$ cat src/rtl/alu_sequencer_if.sv
// Bundle between an instruction source (master) and the alu_sequencer (slave):
// issue handshake, ALU operand/result bus, writeback report, preload and debug read.
interface alu_sequencer_if #(
   parameter int DATA_WIDTH = 16,
   parameter int REG_ADDR_W = 4
);
   localparam int INSTR_W = 8 + 2 * REG_ADDR_W;

   logic                  instr_valid;
   logic                  instr_ready;
   logic [INSTR_W-1:0]    instr;
   logic [DATA_WIDTH-1:0] alu_r1;
   logic [DATA_WIDTH-1:0] alu_r2;
   logic [7:0]            alu_opcode;
   logic [DATA_WIDTH-1:0] alu_rout;
   logic                  wb_valid;
   logic [REG_ADDR_W-1:0] wb_addr;
   logic [DATA_WIDTH-1:0] wb_data;
   logic [DATA_WIDTH-1:0] cmp_result;
   logic                  illegal_op;
   logic                  ld_en;
   logic [REG_ADDR_W-1:0] ld_addr;
   logic [DATA_WIDTH-1:0] ld_data;
   logic [REG_ADDR_W-1:0] dbg_addr;
   logic [DATA_WIDTH-1:0] dbg_data;

   modport master (
      output instr_valid, instr, alu_rout, ld_en, ld_addr, ld_data, dbg_addr,
      input  instr_ready, alu_r1, alu_r2, alu_opcode, wb_valid, wb_addr, wb_data,
             cmp_result, illegal_op, dbg_data
   );

   modport slave (
      input  instr_valid, instr, alu_rout, ld_en, ld_addr, ld_data, dbg_addr,
      output instr_ready, alu_r1, alu_r2, alu_opcode, wb_valid, wb_addr, wb_data,
             cmp_result, illegal_op, dbg_data
   );
endinterface

$ cat src/rtl/alu_sequencer.sv
// Four-state issue engine that reads two registers, drives an external combinational
// ALU, and writes the result back into its own general register file.
module alu_sequencer #(
   parameter int DATA_WIDTH = 16,
   parameter int REG_ADDR_W = 4
) (
   input  logic           clock,
   input  logic           reset,
   alu_sequencer_if.slave bus
);
   localparam int         DEPTH   = 2 ** REG_ADDR_W;
   localparam int         INSTR_W = 8 + 2 * REG_ADDR_W;
   localparam logic [7:0] OP_CMP  = 8'h0B;

   typedef enum logic [1:0] {IDLE, READ, EXEC, WRITE} state_t;

   state_t                state_q, state_d;
   logic [INSTR_W-1:0]    instr_q, instr_d;
   logic [DATA_WIDTH-1:0] aluR1_q, aluR1_d;
   logic [DATA_WIDTH-1:0] aluR2_q, aluR2_d;
   logic [7:0]            aluOpcode_q, aluOpcode_d;
   logic [DATA_WIDTH-1:0] result_q, result_d;
   logic                  wbValid_q, wbValid_d;
   logic [REG_ADDR_W-1:0] wbAddr_q, wbAddr_d;
   logic [DATA_WIDTH-1:0] wbData_q, wbData_d;
   logic [DATA_WIDTH-1:0] cmpResult_q, cmpResult_d;
   logic                  illegalOp_q, illegalOp_d;
   logic [DATA_WIDTH-1:0] regFile_q [DEPTH];

   logic                  instrReady;
   logic                  accept;
   logic [7:0]            newOpcode;
   logic [7:0]            opcode;
   logic [REG_ADDR_W-1:0] rdest;
   logic [REG_ADDR_W-1:0] rsrc;
   logic                  isCmp;
   logic                  regWrite;

   function automatic logic isLegal(input logic [7:0] op);
      case (op)
         8'h01, 8'h02, 8'h03, 8'h04, 8'h05, 8'h06, 8'h07, 8'h08,
         8'h09, 8'h0A, 8'h0B, 8'h0C, 8'h0E, 8'h0F, 8'h84: isLegal = 1'b1;
         default:                                         isLegal = 1'b0;
      endcase
   endfunction

   assign instrReady = reset && (state_q == IDLE);
   assign accept     = bus.instr_valid && instrReady;
   assign newOpcode  = bus.instr[INSTR_W-1 -: 8];
   assign opcode     = instr_q[INSTR_W-1 -: 8];
   assign rdest      = instr_q[2*REG_ADDR_W-1 -: REG_ADDR_W];
   assign rsrc       = instr_q[REG_ADDR_W-1:0];
   assign isCmp      = (opcode == OP_CMP);
   assign regWrite   = (state_q == WRITE) && !isCmp;

   // Writeback report is registered at the end of EXEC so it is visible throughout WRITE.
   always_comb begin
      state_d     = state_q;
      instr_d     = instr_q;
      aluR1_d     = aluR1_q;
      aluR2_d     = aluR2_q;
      aluOpcode_d = aluOpcode_q;
      result_d    = result_q;
      wbValid_d   = 1'b0;
      wbAddr_d    = wbAddr_q;
      wbData_d    = wbData_q;
      cmpResult_d = cmpResult_q;
      illegalOp_d = 1'b0;
      case (state_q)
         IDLE: begin
            if (accept) begin
               if (isLegal(newOpcode)) begin
                  instr_d = bus.instr;
                  state_d = READ;
               end else begin
                  illegalOp_d = 1'b1;
               end
            end
         end
         READ: begin
            aluR1_d     = regFile_q[rdest];
            aluR2_d     = regFile_q[rsrc];
            aluOpcode_d = opcode;
            state_d     = EXEC;
         end
         EXEC: begin
            result_d = bus.alu_rout;
            if (!isCmp) begin
               wbValid_d = 1'b1;
               wbAddr_d  = rdest;
               wbData_d  = bus.alu_rout;
            end
            state_d = WRITE;
         end
         WRITE: begin
            if (isCmp) begin
               cmpResult_d = result_q;
            end
            state_d = IDLE;
         end
         default: state_d = IDLE;
      endcase
   end

   always_ff @(posedge clock) begin
      if (!reset) begin
         state_q     <= IDLE;
         instr_q     <= '0;
         aluR1_q     <= '0;
         aluR2_q     <= '0;
         aluOpcode_q <= '0;
         result_q    <= '0;
         wbValid_q   <= 1'b0;
         wbAddr_q    <= '0;
         wbData_q    <= '0;
         cmpResult_q <= '0;
         illegalOp_q <= 1'b0;
      end else begin
         state_q     <= state_d;
         instr_q     <= instr_d;
         aluR1_q     <= aluR1_d;
         aluR2_q     <= aluR2_d;
         aluOpcode_q <= aluOpcode_d;
         result_q    <= result_d;
         wbValid_q   <= wbValid_d;
         wbAddr_q    <= wbAddr_d;
         wbData_q    <= wbData_d;
         cmpResult_q <= cmpResult_d;
         illegalOp_q <= illegalOp_d;
      end
   end

   // The writeback is assigned last so it overrides a preload to the same register.
   always_ff @(posedge clock) begin
      if (!reset) begin
         for (int i = 0; i < DEPTH; i++) begin
            regFile_q[i] <= '0;
         end
      end else begin
         if (bus.ld_en) begin
            regFile_q[bus.ld_addr] <= bus.ld_data;
         end
         if (regWrite) begin
            regFile_q[rdest] <= result_q;
         end
      end
   end

   assign bus.instr_ready = instrReady;
   assign bus.alu_r1      = aluR1_q;
   assign bus.alu_r2      = aluR2_q;
   assign bus.alu_opcode  = aluOpcode_q;
   assign bus.wb_valid    = wbValid_q;
   assign bus.wb_addr     = wbAddr_q;
   assign bus.wb_data     = wbData_q;
   assign bus.cmp_result  = cmpResult_q;
   assign bus.illegal_op  = illegalOp_q;
   assign bus.dbg_data    = regFile_q[bus.dbg_addr];

endmodule
$ cat src/flat_wrapper.sv
// flat-port wrapper written by rule: the top's interface ports become plain ports
module alu_sequencer_flat 
#(
   parameter int DATA_WIDTH = 16,
   parameter int REG_ADDR_W = 4
)
  (clock, reset, bus_instr_valid, bus_instr, bus_alu_rout, bus_ld_en, bus_ld_addr, bus_ld_data, bus_dbg_addr, bus_instr_ready, bus_alu_r1, bus_alu_r2, bus_alu_opcode, bus_wb_valid, bus_wb_addr, bus_wb_data, bus_cmp_result, bus_illegal_op, bus_dbg_data);
  alu_sequencer_if #(.DATA_WIDTH(DATA_WIDTH), .REG_ADDR_W(REG_ADDR_W)) bus_i ();
  input  logic clock;
  input  logic reset;
  input wire logic [$bits(bus_i.instr_valid)-1:0] bus_instr_valid;
  input wire logic [$bits(bus_i.instr)-1:0] bus_instr;
  input wire logic [$bits(bus_i.alu_rout)-1:0] bus_alu_rout;
  input wire logic [$bits(bus_i.ld_en)-1:0] bus_ld_en;
  input wire logic [$bits(bus_i.ld_addr)-1:0] bus_ld_addr;
  input wire logic [$bits(bus_i.ld_data)-1:0] bus_ld_data;
  input wire logic [$bits(bus_i.dbg_addr)-1:0] bus_dbg_addr;
  output wire logic [$bits(bus_i.instr_ready)-1:0] bus_instr_ready;
  output wire logic [$bits(bus_i.alu_r1)-1:0] bus_alu_r1;
  output wire logic [$bits(bus_i.alu_r2)-1:0] bus_alu_r2;
  output wire logic [$bits(bus_i.alu_opcode)-1:0] bus_alu_opcode;
  output wire logic [$bits(bus_i.wb_valid)-1:0] bus_wb_valid;
  output wire logic [$bits(bus_i.wb_addr)-1:0] bus_wb_addr;
  output wire logic [$bits(bus_i.wb_data)-1:0] bus_wb_data;
  output wire logic [$bits(bus_i.cmp_result)-1:0] bus_cmp_result;
  output wire logic [$bits(bus_i.illegal_op)-1:0] bus_illegal_op;
  output wire logic [$bits(bus_i.dbg_data)-1:0] bus_dbg_data;
  assign bus_i.instr_valid = bus_instr_valid;
  assign bus_i.instr = bus_instr;
  assign bus_i.alu_rout = bus_alu_rout;
  assign bus_i.ld_en = bus_ld_en;
  assign bus_i.ld_addr = bus_ld_addr;
  assign bus_i.ld_data = bus_ld_data;
  assign bus_i.dbg_addr = bus_dbg_addr;
  assign bus_instr_ready = bus_i.instr_ready;
  assign bus_alu_r1 = bus_i.alu_r1;
  assign bus_alu_r2 = bus_i.alu_r2;
  assign bus_alu_opcode = bus_i.alu_opcode;
  assign bus_wb_valid = bus_i.wb_valid;
  assign bus_wb_addr = bus_i.wb_addr;
  assign bus_wb_data = bus_i.wb_data;
  assign bus_cmp_result = bus_i.cmp_result;
  assign bus_illegal_op = bus_i.illegal_op;
  assign bus_dbg_data = bus_i.dbg_data;
  alu_sequencer #(.DATA_WIDTH(DATA_WIDTH), .REG_ADDR_W(REG_ADDR_W)) u_core (.clock(clock), .reset(reset), .bus(bus_i));
endmodule
$ cat config.mk
export PLATFORM = sky130hd
export DESIGN_NAME = alu_sequencer_flat
export DESIGN_NICKNAME = d
export VERILOG_FILES = /design/src/rtl/alu_sequencer_if.sv /design/src/rtl/alu_sequencer.sv /design/src/flat_wrapper.sv
export SDC_FILE = /design/constraint.sdc
export NUM_CORES = 1
export LEC_CHECK = 0
export BUFFER_PORTS_ARGS = -buffer_cell sky130_fd_sc_hd__buf_2
export CORE_MARGIN = 4
export CORE_UTILIZATION = 46
export DETAILED_ROUTE_END_ITERATION = 8
export HOLD_SLACK_MARGIN = 0.12
export PLACE_DENSITY = 0.62
export SYNTH_ARGS = -nofsm -noshare
export SYNTH_HDL_FRONTEND = slang
export SYNTH_SLANG_ARGS = --single-unit
$ cat constraint.sdc
create_clock -name clock -period 2.8 [get_ports clock]
set_clock_uncertainty 0.2 [all_clocks]
set_input_delay 0.42 -clock clock [delete_from_list [all_inputs] [get_ports clock]]
set_output_delay 0.42 -clock clock [all_outputs]
set_load 0.02 [all_outputs]
==> flow_summary.json <==
{
  "first_global_vias": 18600,
  "met3WireLength_um": 11700,
  "critical_path.max_fanout": 2,
  "min_path_cells": 3,
  "first_pass_iters": 5,
  "ios": 155,
  "die_w_um": 225,
  "rsz0062_at_grt": "yes",
  "routed.top_layer": "met5",
  "synth_largest_area_cell": "edfxtp_1",
  "layout_setup_ws_ps": -121,
  "first_iter_violations": 2520,
  "netlist-cell-type-count": 40,
  "hold_ws_ps": 152,
  "max_freq_mhz": 342,
  "min_to": "u_core.regFile_q[8][5]$_DFFE_PP_",
  "wirelength_um": 90000,
  "synth_fp_nets": 2255,
  "syn_area_per_cell_sq_um": 9.88,
  "leakage_nw": 8.81,
  "synth_cells": 2190,
  "cpPeakStageDelay_ps": 580,
  "hpwl_um": 59300,
  "cts_num_sinks": 368,
  "viasPerCell": 6.44,
  "wl_per_cell_um": 30.0,
  "startpoint_type": "register",
  "status": "finished, violations left",
  "grtUsageTotal": 0.350,
  "grt_max_degree": 97,
  "detail-route-antenna-nets": 0,
  "stdcell_count": 3003,
  "crit_chain": "mux4_2, mux4_2, buf_6",
  "critical_path_class": "register to output pin",
  "hold_viol": 0,
  "yosys-top-cells-count": "nand2_1 (552), o21ai_0 (287), edfxtp_1 (256)",
  "peakVddDrop_mv": 0.708,
  "slew_viol_final": 0,
  "fin_util": 0.556,
  "r2r_end": "u_core.regFile_q[1][10]$_DFFE_PP_",
  "r2r_slack_ps": 200,
  "crit_arrival_ps": 2300,
  "max-cap-violations": 0,
  "synth.yosys.warnings": 0,
  "setup_violations": 14,
  "dieArea_sq_um": 50600,
  "crit_path_frequent_cell": "mux4_2",
  "wl_met2_um": 39100,
  "syn_area_sq_um": 21600,
  "cts_buffer_depth": 3,
  "area_growth_pct": 19.7,
  "h-tree-depth": 2,
  "cp.required_ps": 2180,
  "drc_errors": 0,
  "hold_class": "input port to register",
  "synth.most_common_cell": "nand2_1",
  "antenna_found_initial": 3,
  "vias": 19300,
  "slowest_stage": "mux4_2",
  "start_util": 0.465,
  "grt_pass1_wl_um": 128000,
  "cts_tree": "yes",
  "placed_cells": 2839,
  "ys_ff_latch": 368,
  "overflow": 0,
  "synth-main-ff-cell": "edfxtp_1",
  "timing.final.crit_share": 1.04,
  "layout-drive-gt1-share": 0.225,
  "postSynth.asyncResetShare": 0,
  "port_buffers": 154,
  "synth_top_area_frac": 0.355,
  "die_height_um": 225,
  "gp_congestion": 1.00,
  "cts_buffers": 43,
  "layout_min_cycle_time_ps": 2920,
  "synth_edf_count": 256,
  "violations": "setup timing",
  "end_kind": "output pin",
  "worstMarginPinSlew_ps": 1100,
  "powerDensity_nw_per_um2": 555,
  "cts_root_buffer": "clkbuf_16",
  "rr_worst_depth": 5,
  "seq_area_frac_synth": 0.459,
  "reg2reg_from": "u_core.state_q[1]$_SDFFE_PN0P_",
  "final_nets": 2424,
  "clk_pin_slew_ps": 60,
  "fp.coreArea_sq_um": 46600,
  "relSlewSlack": 0.266,
  "rows": 79,
  "min_from": "bus_ld_data[5]",
  "insertion_delay_ps": 590,
  "ys_top_cells_by_area": "edfxtp_1 (36%), mux2i_1 (12%), mux4_2 (12%)",
  "wl_met1_um": 32700
}
==> where the power goes <==
part	total, W	switching, W	internal, W
sequential	0.00666	0.000466	0.00619
clock	0.00562	0.00238	0.00324
combinational	0.00211	0.00123	0.000879
==> repair_timing <==
item / CTS / global route
endpoints found under the hold margin: 46 / 0
buffers inserted: 37 / 14
setup endpoints to repair: 16 / 16
resized for setup: 30 / 2
pin swaps: 0 / 0
hold buffers: 31 / 0
==> routing by layer <==
layer / GRT usage / vias to the layer above
li1: - / 8308
met1: 0.449 / 9208
met2: 0.524 / 1439
met3: 0.109 / 370
met4: 0.202 / 2
met5: 0 / -
==> through the flow <==
step | area (sq um) | setup TNS (ps) | setup slack, ps | total power [W]
global route | 25900 | -1420 | -156 | 0.0148
detailed placement | 23700 | -4.04 | -4.04 | 0.00867
floorplan | 21600 | 0 | 185 | 0.00769
finish | 25900 | -1030 | -121 | 0.0144
global placement | 23700 | -4.13 | -4.13 | 0.00864
CTS | 25800 | -984 | -112 | 0.0143
==> registers in the layout (all words and copies together) (netlist names) <==
name and count:
u_core.instr_q 16, u_core.bus.alu_r1 16, u_core.bus.wb_data 16, u_core.bus.alu_r2 16
u_core.regFile_q 256, u_core.bus.wb_addr 4, u_core.result_q 16, u_core.bus.illegal_op 1
u_core.bus.cmp_result 16, u_core.state_q 2, u_core.bus.alu_opcode 8, u_core.bus.wb_valid 1
==> worst max path at each step <==
| stage | start | endpoint | slack, ps | cells after the start |
|---|---|---|---|---|
| floorplan | bus_dbg_addr[0] | bus_dbg_data[0] | 180 | 4 |
| CTS | u_core.regFile_q[11][8]$_DFFE_PP_ | bus_dbg_data[8] | -110 | 3 |
| global route | u_core.regFile_q[15][8]$_DFFE_PP_ | bus_dbg_data[8] | -160 | 3 |
| detailed placement | bus_dbg_addr[0] | bus_dbg_data[8] | -4 | 5 |
| finish | u_core.regFile_q[9][6]$_DFFE_PP_ | bus_dbg_data[6] | -120 | 3 |
| global placement | bus_dbg_addr[0] | bus_dbg_data[8] | -4 | 5 |
==> logic make-up after synthesis <==
logic type,synth area share
muxes,0.234
adders and majority gates,0.00289
buffers and inverters,0.0426
and+or+nand+nor,0.144
AOI/OAI and AO/OA,0.117
DFF,0.459
==> area by class of cell <==
type                            count  area (sq um)
Timing Repair Buffer              360          2850
Clock inverter                     18           145
Inverter                            3          11.3
Sequential cell                   368          9940
Fill cell                        3960         20700
Antenna cell                        3          7.51
Multi-Input combinational cell   1583         11000
Clock buffer                       61          1230
Tap cell                          607           759
==> critical path, delay by kind of cell (launching register included) <==
kind / cells / cell delay [ps]
muxes: 2 / 1060
DFF: 1 / 480
buffers and inverters: 1 / 180
==> placed cells by master, fill, tap and decap left out, types with 32 or more instances in the layout <==
master	netlist	layout
o21ai_0	287	287
nand2_1	552	552
dfxtp_1	112	109
nor2_1	93	92
buf_2	19	137
mux2i_1	254	254
buf_4	0	148
o22ai_1	32	32
mux4_2	112	112
nand3_1	65	65
clkbuf_16	0	45
a22oi_1	64	64
edfxtp_1	256	256
No activity file was read; power rests on OpenSTA's default activity.
